$ cat src/rtl/multicycle_alu_pkg.sv
// Shared definitions for the multicycle ALU: op codes (shared with the ALU decoder)
// and FSM state encodings.
package multicycle_alu_pkg;

    // 3-bit ALUControl codes as produced by the ALU decoder.
    typedef enum logic [2:0] {
        AluAdd = 3'b000,
        AluSub = 3'b001,
        AluAnd = 3'b010,
        AluOr  = 3'b011,
        AluSll = 3'b100,
        AluSlt = 3'b101,
        AluXor = 3'b110,
        AluIll = 3'b111
    } alu_op_e;

    typedef enum logic [1:0] {
        StIdle = 2'b00,
        StExec = 2'b01,
        StDone = 2'b10
    } state_e;

endpackage

$ cat src/rtl/multicycle_alu_serial_shifter.sv
// Serial left shifter: one bit per step, holds the accumulator and remaining count.
module multicycle_alu_serial_shifter #(
    parameter int unsigned WIDTH = 32,
    parameter int unsigned SHW   = 5
) (
    input  logic             clk,
    input  logic             reset,
    input  logic             load,
    input  logic             step,
    input  logic [WIDTH-1:0] din,
    input  logic [SHW-1:0]   shamt,
    output logic             busy,
    output logic [WIDTH-1:0] q
);

    logic [WIDTH-1:0] acc_q;
    logic [SHW-1:0]   cnt_q;

    // Load operand and shift amount, then shift once per step until the count is exhausted.
    always_ff @(posedge clk) begin
        if (!reset) begin
            acc_q <= '0;
            cnt_q <= '0;
        end else if (load) begin
            acc_q <= din;
            cnt_q <= shamt;
        end else if (step && (cnt_q != '0)) begin
            acc_q <= acc_q << 1;
            cnt_q <= cnt_q - SHW'(1);
        end
    end

    assign busy = (cnt_q != '0);
    assign q    = acc_q;

endmodule

$ cat src/rtl/multicycle_alu.sv
// Iterative ALU for the multicycle RV32I datapath. One op in flight; single-cycle logic and
// arithmetic ops, SLL shifted one bit per cycle. Valid/ready on both sides.
module multicycle_alu
    import multicycle_alu_pkg::*;
#(
    parameter int unsigned WIDTH = 32,
    parameter int unsigned SHW   = 5
) (
    input  logic             clk,
    input  logic             reset,
    input  logic             in_valid,
    output logic             in_ready,
    input  logic [2:0]       ALUControl,
    input  logic [WIDTH-1:0] SrcA,
    input  logic [WIDTH-1:0] SrcB,
    output logic             out_valid,
    input  logic             out_ready,
    output logic [WIDTH-1:0] ALUResult,
    output logic             Zero,
    output logic             Illegal
);

    state_e           state_q;
    alu_op_e          op_q;
    logic [WIDTH-1:0] a_q, b_q;
    logic [WIDTH-1:0] result_q;
    logic             out_valid_q, zero_q, illegal_q;

    logic             accept;
    logic             shift_step, shift_busy;
    logic [WIDTH-1:0] shift_q;
    logic [WIDTH-1:0] comb_result;
    logic             comb_illegal;
    logic             exec_wait;

    // in_ready is gated by reset so nothing is accepted while reset is asserted.
    assign in_ready = reset && (state_q == StIdle);
    assign accept   = in_valid && in_ready;

    // SLL keeps EXEC busy until the shifter has consumed its count.
    assign exec_wait  = (op_q == AluSll) && shift_busy;
    assign shift_step = (state_q == StExec) && exec_wait;

    multicycle_alu_serial_shifter #(
        .WIDTH (WIDTH),
        .SHW   (SHW)
    ) u_shifter (
        .clk   (clk),
        .reset (reset),
        .load  (accept),
        .step  (shift_step),
        .din   (SrcA),
        .shamt (SrcB[SHW-1:0]),
        .busy  (shift_busy),
        .q     (shift_q)
    );

    // Single-cycle result from the latched operands.
    always_comb begin
        comb_result  = '0;
        comb_illegal = 1'b0;
        unique case (op_q)
            AluAdd:  comb_result = a_q + b_q;
            AluSub:  comb_result = a_q + ~b_q + WIDTH'(1);
            AluAnd:  comb_result = a_q & b_q;
            AluOr:   comb_result = a_q | b_q;
            AluXor:  comb_result = a_q ^ b_q;
            AluSlt:  comb_result = {{(WIDTH-1){1'b0}}, ($signed(a_q) < $signed(b_q))};
            AluSll:  comb_result = shift_q;
            AluIll:  comb_illegal = 1'b1;
            default: comb_illegal = 1'b1;
        endcase
    end

    // Control FSM with registered result, flags and out_valid.
    always_ff @(posedge clk) begin
        if (!reset) begin
            state_q     <= StIdle;
            op_q        <= AluAdd;
            a_q         <= '0;
            b_q         <= '0;
            result_q    <= '0;
            zero_q      <= 1'b0;
            illegal_q   <= 1'b0;
            out_valid_q <= 1'b0;
        end else begin
            unique case (state_q)
                StIdle: begin
                    if (accept) begin
                        op_q    <= alu_op_e'(ALUControl);
                        a_q     <= SrcA;
                        b_q     <= SrcB;
                        state_q <= StExec;
                    end
                end
                StExec: begin
                    if (!exec_wait) begin
                        result_q    <= comb_result;
                        zero_q      <= (comb_result == '0);
                        illegal_q   <= comb_illegal;
                        out_valid_q <= 1'b1;
                        state_q     <= StDone;
                    end
                end
                StDone: begin
                    if (out_ready) begin
                        out_valid_q <= 1'b0;
                        state_q     <= StIdle;
                    end
                end
                default: begin
                    out_valid_q <= 1'b0;
                    state_q     <= StIdle;
                end
            endcase
        end
    end

    assign out_valid = out_valid_q;
    assign ALUResult = result_q;
    assign Zero      = zero_q;
    assign Illegal   = illegal_q;

endmodule

$ cat config.mk
export PLATFORM = sky130hd
export DESIGN_NAME = multicycle_alu
export DESIGN_NICKNAME = d
export VERILOG_FILES = /design/src/rtl/multicycle_alu_pkg.sv /design/src/rtl/multicycle_alu_serial_shifter.sv /design/src/rtl/multicycle_alu.sv
export SDC_FILE = /design/constraint.sdc
export NUM_CORES = 1
export LEC_CHECK = 0
export ABC_AREA = 1
export CORE_MARGIN = 2
export CORE_UTILIZATION = 35
export CTS_CLUSTER_DIAMETER = 50
export DETAILED_ROUTE_END_ITERATION = 8
export PLACE_DENSITY = 0.62
export SYNTH_ARGS = -nofsm -noshare
export SYNTH_HDL_FRONTEND = slang
export SYNTH_SLANG_ARGS = --single-unit
$ cat constraint.sdc
create_clock -name clk -period 4.3 [get_ports clk]
set_input_delay 0.86 -clock clk [delete_from_list [all_inputs] [get_ports clk]]
set_output_delay 0.86 -clock clk [all_outputs]
set_load 0.02 [all_outputs]
# Word-level counts from Yosys, hierarchy flattened
# Cells that the tools add are included.
[op_classes] n_addsub=4 order_cmp=1 n_eq_ne=12 muxes=13 bitwise_logic=6 reduce_logical=14
[ops] op="32-bit one-hot mux with 7 select lines" n=1
[ops] op="32-bit adder" n=2
[ops] op="32-bit two-way mux" n=2
[ops] op="32-bit by 1-bit adder with 32-bit output, second input constant" n=1
[ops] op="32-bit bitwise AND" n=1
[ops] op="32-bit logical NOT" n=1
[ops] op="32-bit < comparator" n=1
[ops] op="32-bit inverter" n=1
[ops] op="32-bit OR" n=1
[ops] op="32-bit XOR" n=1
[ops] op="3-bit == test, second input constant" n=4
[ops] op="5-bit two-way mux" n=2
[ops] op="3-bit by 2-bit == test with 1-bit output, second input constant" n=2
[ops] op="2-bit two-way mux" n=3
[ops] op="2-bit != test, second input constant" n=3
[ops] op="2-bit one-hot mux with 3 select lines" n=1
[ops] op="3-bit AND reduction" n=2
[ops] op="1-bit logical AND" n=5
[ops] op="5-bit nonzero test" n=1
[ops] op="5-bit by 1-bit subtractor with 5-bit output, second input constant" n=1
[ops] op="2-bit AND reduction" n=2
[ops] op="3-bit by 1-bit == test with 1-bit output, second input constant" n=1
[ops] op="3-bit logical NOT" n=1
[ops] op="1-bit two-way mux" n=3
[ops] op="6 further kinds" n=7
[word_totals] ff_bits=141 inputBits=71 output_inout_bits=36 elab_cells=60

# Depth between registers and ports, before layout
# Gate-level depths: netlist (run 1).
[depth] depth_word=6 depth_mapped=22

# Cells and area by module
# From an unflattened synthesis (run 1), not the netlist that was laid out.
[unflattened] cells_unflattened=1956 hier_area_um2=12099.1
[by_module_without_submodules] module="multicycle_alu" instances=1 cells_each=1724 area_each_um2=10102.2
[by_module_without_submodules] module="multicycle_alu_serial_shifter" instances=1 cells_each=232 area_each_um2=1996.9

# Worst setup path after synthesis (run 1)
# OpenSTA, ideal clock, no wires.
[synth_timing] path_type="in2reg" startpoint="input port reset" endpoint="register u_shifter.acc_q[26], in the netlist u_shifter.q[26]" setup_ns=0.074 arrival_time_ns=2.390 required_time_ns=4.226 setup_slack_ns=1.835 stages=8 cell_sequence="inv_1 > nor3_1 > nand2_1 > inv_1 > buf_2 > buf_2 > nand2_1 > a31oi_1"
[synth_via] elab_chain_len=3 word_cells_on_any_way=4 cone_classes="1 x mux; 3 x reduce/logical"
[synth_lines] item="start: declaration" line_no="multicycle_alu.sv:10" rtl="input logic reset,"
[synth_lines] item="1-bit logical AND *" line_no="multicycle_alu.sv:37" rtl="assign in_ready = reset && (state_q == StIdle);"
[synth_lines] item="net in_ready" line_no="multicycle_alu.sv:12" rtl="output logic in_ready,"
[synth_lines] item="1-bit logical AND *" line_no="multicycle_alu.sv:38" rtl="assign accept = in_valid && in_ready;"
[synth_lines] item="32-bit two-way mux / 2-bit nonzero test (equally long branches)"
[synth_lines] item="end signal: assignment" line_no="multicycle_alu_serial_shifter.sv:25" rtl="acc_q <= din;"
[synth_lines] item="end signal: assignment" line_no="multicycle_alu_serial_shifter.sv:28" rtl="acc_q <= acc_q << 1;"
[synth_lines] item="end: declaration" line_no="multicycle_alu_serial_shifter.sv:16" rtl="logic [WIDTH-1:0] acc_q;"
# The timed path passes the listed nets; every way through them passes the cells marked *.
# A chain may end at the register's enable or synchronous reset.

# Worst setup path after layout (run 1)
[layout_timing] startpoint="register a_q[0]" endpoint="register zero_q, in the netlist Zero"
[layout_via] elab_chain_len=4 word_cells_on_any_way=9 cone_classes="3 x add/sub; 1 x order compare; 1 x mux; 3 x bitwise; 1 x reduce/logical"
[layout_lines] item="start: declaration" line_no="multicycle_alu.sv:25" rtl="logic [WIDTH-1:0] a_q, b_q;"
[layout_lines] item="start signal: assignment" line_no="multicycle_alu.sv:91" rtl="a_q <= SrcA;"
[layout_lines] item="32-bit adder" line_no="multicycle_alu.sv:64" rtl="AluSub: comb_result = a_q + ~b_q + WIDTH'(1);"
[layout_lines] item="32-bit by 1-bit adder with 32-bit output" line_no="multicycle_alu.sv:64"
[layout_lines] item="32-bit one-hot mux with 7 select lines *" line_no="multicycle_alu.sv:62" rtl="unique case (op_q)"
[layout_lines] item="32-bit logical NOT *" line_no="multicycle_alu.sv:99" rtl="zero_q <= (comb_result == '0);"
[layout_lines] item="end signal: assignment" line_no="multicycle_alu.sv:99"
[layout_lines] item="end: declaration" line_no="multicycle_alu.sv:27" rtl="logic out_valid_q, zero_q, illegal_q;"
# Mark *: on every way between the ends. The rest lies on a longest branch, timed or not.

==> metrics, run 1 <==
status=finished clean; Hold WS=0.4706 ns; Seq cells post-synth=141; layout cells sized above 1=3.184%; slowest cell on the critical path=fa_1; crit start category=flop; switch share=37.98%; fin crit share=77.60%; Die W=186.5 um; asr flop ratio synth=0%; cells after synthesis=1948; Distinct cells, synth=41; crit path time final=3.337 ns; CTS clk-pin slew, worst paths=0.07 ns; initial antenna violation count=0; Root Driver=clkbuf_16; Die Ht=186.5 um; post-route cell area=13560 sq um; clock power share=35.9%; Peak Freq=299.7 MHz; port bufs=106; first-pass GRT wire length=70.21 mm; PwrDens=323.1 nW/um^2; WS Path Type=flop to flop; total number of vias=12698; Vias per Instance=5.179; Switch Pwr=1665 uW; Clk Latency, worst-skew pair=0.44 ns; die area=34790 sq um; largest net degree at the start of global routing=134; syn_area_per_cell=5.986 sq um; # DRC=0; CTS resizes=0; Min-Delay Path Class=flop to flop; Reg power frac=33.0%; Max Root-Sink Buffers=2; max incr delay on CP=0.51 ns; routed len/inst=18.51 um; nets=2177; CTS Hold Bufs=0; H-tree depth=4; Worst-Margin Slew=1.043 ns; Post-synth EDFFs=0; setup violators final=0; Mapped Area=11660 sq um; CP max FO=5; FP Rows=66; clock skew=0.01110 ns; register area share after synthesis=24.21%; Core Region=32700 sq um; Top Family by Delay on Critical Path=simple AND/OR/NAND/NOR gates; postcts setup bufs=0; crit-path cells=ha_1 -> fa_1 -> nand3_1 -> nand2_2 -> a21oi_1 -> o21ai_0 -> nand2_1 -> nand2_1 -> nor2_1 -> nand2_1 -> nor2_1 -> nand4_1 -> nor2_1 -> nand4_1 -> a21oi_1; vias in the first global route=12029; Leak=0.006485 uW; clock sink count=141; setup_tns=0 ns; I/O Pins=107; Area Overhead vs Synth=16.32%; GP Congestion=0.9956; Worst EP arrival=3.69 ns; Warnings, synthesis=0; final wirelength=45.39 mm; main flop type after synthesis=dfxtp_1; combinational power share=31.0%; DR pass1 iterations=5; Final Hold Viols=0; worst vdd ir=0.2121 mV; Synth Net Count=2127; required time worst endpoint=4.65 ns; Int Pwr=2718 uW; CTS tree=built; grt ovf=0; RSZ-0062 raised after global routing=no; initial core utilization=35.66%; total global routing track utilization=25.87%; Final ANT Viol Nets=0; antenna diode count=0; CTS Buf Count=17; 1st-iter DRT viols=1336; area of placed instances=12970 sq um; Buf/Inv on CP=0; Slew HR=30.45%; HPWL Detailed=35.25 mm; Max Slew Vio Count=0; CP endpoint kind=flop; max cap viols=0
## tightest hold or removal path: cells and delay by family (launching register included)
| family | cells | cell delay (ns) |
|---|---|---|
| DFF | 1 | 0.31 |
| AOI/OAI and AO/OA | 1 | 0.05 |
| and+or+nand+nor | 1 | 0.06 |
## power groups by stage
stage	clock network [uW]	registers, uW	logic (uW)
2_1_floorplan	0	1480	849
3_3_place_gp	0	1470	1330
3_5_place_dp	0	1470	1330
4_1_cts	1590	1450	1330
5_1_grt	1650	1460	1500
6_report	1570	1450	1360
## registers in the layout (all words and copies together), names as in the netlist
signal	cells
ALUResult	32
Illegal	1
Zero	1
a_q	32
b_q	32
op_q	3
out_valid	1
state_q	2
u_shifter.cnt_q	5
u_shifter.q	32
## kinds of logic after synthesis
logic type                 Yosys count  share of synthesized area (%)
and+or+nand+nor                    969                          34.17
buffers and inverters              402                          13.77
AOI/OAI and AO/OA                  325                          15.91
DFF                                141                          24.21
adders and majority gates          108                          11.72
xor gates and xnor gates             3                         0.2254
## placed cells by master (no fill, tap or decap), types with 7 or more instances in the layout
master and n:
nand4_1 15, buf_4 11, dfxtp_1 141, o22ai_1 17
inv_2 7, a31oi_1 34, o21bai_1 9, nor3_1 12
o211ai_1 14, nor2_1 187, ha_1 106, a21oi_1 138
nand3_1 169, o21ai_0 84, inv_1 308, clkdlybuf4s50_1 105
clkbuf_16 17, a221oi_1 20, nand2_1 561
## synthesized netlist by cell type (2+ instances only)
| cell | number | area share [%] |
|---|---|---|
| nand4_1 | 15 | 0.80 |
| buf_2 | 23 | 0.99 |
| dfxtp_1 | 141 | 24 |
| a21oi_1 | 138 | 5.9 |
| inv_2 | 6 | 0.19 |
| clkbuf_2 | 3 | 0.13 |
| clkbuf_1 | 46 | 1.5 |
| a31oi_1 | 34 | 1.8 |
| ha_1 | 106 | 11 |
| fa_1 | 2 | 0.34 |
| nor2_2 | 4 | 0.21 |
| o211ai_1 | 14 | 0.90 |
| nor3_1 | 12 | 0.52 |
| buf_6 | 4 | 0.39 |
| nand2_2 | 5 | 0.27 |
| o21bai_1 | 9 | 0.58 |
| inv_1 | 309 | 9.9 |
| a221oi_1 | 20 | 1.5 |
| and2_1 | 3 | 0.16 |
| nor2_1 | 187 | 6.0 |
| o21ai_0 | 84 | 3.6 |
| o221ai_1 | 4 | 0.30 |
| nand3b_1 | 5 | 0.32 |
| buf_1 | 2 | 0.064 |
| nand3_1 | 169 | 7.3 |
| buf_4 | 9 | 0.58 |
| o22ai_1 | 17 | 0.91 |
| xor2_1 | 2 | 0.15 |
| nand3_2 | 2 | 0.17 |
| nand2_1 | 562 | 18 |
## layer usage
metal	vias up	global-route usage (%)	part of all wire (%)
li1	6307	-	-
met1	5923	38.98	51
met2	438	38.62	41
met3	30	4.100	6.4
met4	0	5.311	1.2
met5	-	0	0
## through the flow
| step | power (uW) | instances | util (%) | setup WS [ns] |
|---|---|---|---|---|
| final | 4383 | 2452 | 41.48 | 0.9630 |
| after global routing | 4607 | 2452 | 41.48 | 0.7506 |
| after CTS | 4372 | 2452 | 41.48 | 1.043 |
| after detailed placement | 2803 | 2421 | 39.65 | 1.080 |
| after global placement | 2807 | 2421 | 39.65 | 1.071 |
| after floorplan | 2329 | 1948 | - | 1.835 |
## path summary, 6_finish.rpt
check,startpoint,endpoint,slack (ns),cells after the start
setup / recovery,a_q[0],Zero,0.96,15
hold / removal,Illegal,Illegal,0.47,2
setup reg to reg,a_q[0],Zero,0.96,15
hold reg to reg,Illegal,Illegal,0.47,2
## layout make-up
| cell class | count | area [sq um] |
|---|---|---|
| well taps | 442 | 553.0 |
| repair buffers | 118 | 1159 |
| fillers | 3626 | 19140 |
| flip-flops and latches | 141 | 2823 |
| clock inverters | 12 | 162.7 |
| clock buffers | 19 | 432.9 |
| multi-input cells | 1405 | 7251 |
| inverters | 315 | 1182 |
No activity file was read; power rests on OpenSTA's default activity.
==> inputs of run 2 (changes only) <==
==> constraint.sdc (replaced) <==
create_clock -name clk -period 3.4 [get_ports clk]
set_input_delay 0.68 -clock clk [delete_from_list [all_inputs] [get_ports clk]]
set_output_delay 0.68 -clock clk [all_outputs]
set_load 0.02 [all_outputs]
==> run 2 against run 1 <==
  * Clock power grew 20%
  * Register-to-register slack lost 0.70 ns
  * Fmax grew 6.5%
  * Via count grew 1.2%
  * Global-route usage grew 1.3 points
  * Cell count grew 1.3%
==> metrics, run 2 (synthesis results as in run 1) <==
status=finished clean; setup_tns=0 ns (unchanged); crit-path cells=inv_1 -> ha_1 -> inv_1 -> nand2_1 -> nand2_1 -> nand3b_1 -> nand2_1 -> nand3_1 -> nand2_1 -> inv_1 -> nor2_1 -> nand3_1 -> nor2_1 -> nand4_1 -> nor2_1 -> nand4_1 -> a21oi_1; Core Region=32700 sq um (unchanged); commonest non-fill, non-tap cells in the layout=nand2_1 (561), inv_1 (308), nor2_1 (182); Reg power frac=33.3% (+0.3 points); 1st-iter DRT viols=1226 (-8.2%); WS Path Type=flop to flop; multi-input logic area=7269 sq um (+0.26%); Worst Hold Depth=2 (unchanged); antenna diode count=0 (unchanged); port bufs=106 (unchanged); clock sink count=141 (unchanged); nets=2207 (+1.4%); FP Rows=66 (unchanged); commonest non-fill, non-tap cell in the layout=nand2_1; Die W=186.5 um (unchanged); CP max FO=8 (+3); max incr delay on CP=0.50 ns (about the same); final wirelength=47.37 mm (+4.4%); Max Slew Vio Count=0 (unchanged); RSZ-0062 raised after global routing=no; Placed Cells=2451 (+1.2%); HPWL Detailed=37.40 mm (+6.1%); routed len/inst=19.08 um (+3.1%); Max Root-Sink Buffers=2 (unchanged); Worst-Margin Slew=1.065 ns (+0.02129 ns); CTS tree=built; Worst EP arrival=3.51 ns (-0.18 ns); Slew HR=29.03% (-1.4 points); DR pass1 iterations=5 (unchanged); Clk Latency, worst-skew pair=0.46 ns (+0.02 ns); Int Pwr=3386 uW (+25%); layout cells sized above 1=5.145% (+2.0 points); switch share=38.49% (+0.50 points); grt ovf=0 (unchanged); setup violators final=0 (unchanged); Switch Pwr=2118 uW (+27%); Vias per Instance=5.176 (about the same); H-tree depth=4 (unchanged); clock skew=0.007052 ns (-0.004049 ns); max cap viols=0 (unchanged); Die Ht=186.5 um (unchanged); GP Congestion=0.9829 (-1.3%); CTS Hold Bufs=0 (unchanged); CTS clk-pin slew, worst paths=0.06 ns (about the same); Reg area=2823 sq um (unchanged); fillers=3597 (-0.80%); crit path time final=3.132 ns (-0.2046 ns); first-pass GRT wire length=72.38 mm (+3.1%); Leak=0.006646 uW (+2.5%); clock power share=34.2% (-1.7 points); I/O Pins=107 (unchanged); Final ANT Viol Nets=0 (unchanged); PwrDens=398.4 nW/um^2 (+23%); CTS Buf Count=17 (unchanged); combinational power share=32.5% (+1.5 points); total number of vias=12852 (+1.2%); slowest cell on the critical path=ha_1; r2r worst-path depth=17 (+2); Min-Delay Path Class=flop to flop; Area Overhead vs Synth=18.49%; worst vdd ir=0.3812 mV (+80%); Root Driver=clkbuf_16; Post-Layout Cell Count=2483 (+1.3%); crit start category=flop; die area=34790 sq um (unchanged); # DRC=0 (unchanged); Peak Freq=319.3 MHz (+6.5%); CP endpoint kind=flop; required time worst endpoint=3.78 ns (-0.87 ns); fin crit share=92.13% (+15 points); initial core utilization=35.66% (unchanged); total global routing track utilization=27.15% (+1.3 points); initial antenna violation count=0 (unchanged); largest net degree at the start of global routing=126 (-6.0%); Final Hold Viols=0 (unchanged); Crit path top cell by count=nand2_1; vias in the first global route=12379 (+2.9%)
==> run 2: final cells by class <==
type                       count  share of cell area (%)
tap                          442                   4.003
clock buffer                  20                   3.378
inverter                     315                   8.558
sequential                   141                   20.43
timing repair buffer         148                   10.20
clock inverter                12                  0.8151
multi-input combinational   1405                   52.62
==> run 2: final timing paths <==
path	from	end	slack (ns)
max	a_q[4]	Zero	0.27
min reg2reg	Illegal	Illegal	0.48
max reg2reg	a_q[4]	Zero	0.27
min	Illegal	Illegal	0.48
==> run 2: metrics by stage <==
stage / hold WS, ns / total power, uW / area, sq um / utilization [%] / setup slack (ns)
finish: 0.4786 / 5504 / 13820 / 42.25 / 0.2677
CTS: 0.4765 / 5483 / 13790 / 42.18 / 0.1319
floorplan: 0.4540 / 2946 / 11660 / - / 1.115
global route: 0.4909 / 5800 / 13820 / 42.25 / 0.001050
detailed placement: 0.4664 / 3609 / 13210 / 40.40 / 0.1640
global placement: 0.4581 / 3604 / 13210 / 40.40 / 0.1327
==> run 2: metal layers <==
layer,part of all wire [%],vias to the layer above,global-route usage [%],routed length [um]
li1,-,6372,-,-
met1,50,5937,40.50,23630
met2,41,495,39.72,19300
met3,7.8,48,5.210,3710
met4,1.5,0,6.807,726
met5,0,-,0,0
==> run 2: power groups by stage <==
stage	Combinational, uW	Sequential [uW]	Clock (uW)
after global placement	1740	1860	0
after detailed placement	1740	1870	0
after global routing	1970	1850	1980
after CTS	1750	1830	1900
final	1790	1830	1880
after floorplan	1070	1870	0
==> run 2: critical path, delay by kind of cell (launching register included) <==
kind                       cells  cell delay (ns)
DFF                            1             0.41
adders and majority gates      1             0.50
AOI/OAI and AO/OA              1             0.13
buffers and inverters          3             0.25
and+or+nand+nor               12             1.78
==> run 2: what timing repair did <==
action / in CTS / in global routing
gates resized for setup: 0 / 8
setup endpoints to repair: 0 / 1
setup buffers: 0 / 0
==> inputs of run 3 (changes only) <==
--- a/config.mk
+++ b/config.mk
@@ -11,6 +11,7 @@
 export CTS_CLUSTER_DIAMETER = 50
 export DETAILED_ROUTE_END_ITERATION = 8
 export PLACE_DENSITY = 0.62
+export SKIP_LAST_GASP = 1
 export SYNTH_ARGS = -nofsm -noshare
 export SYNTH_HDL_FRONTEND = slang
 export SYNTH_SLANG_ARGS = --single-unit
==> results of run 3 <==
No change in the layout: final DEF, timing and power equal those of run 2.
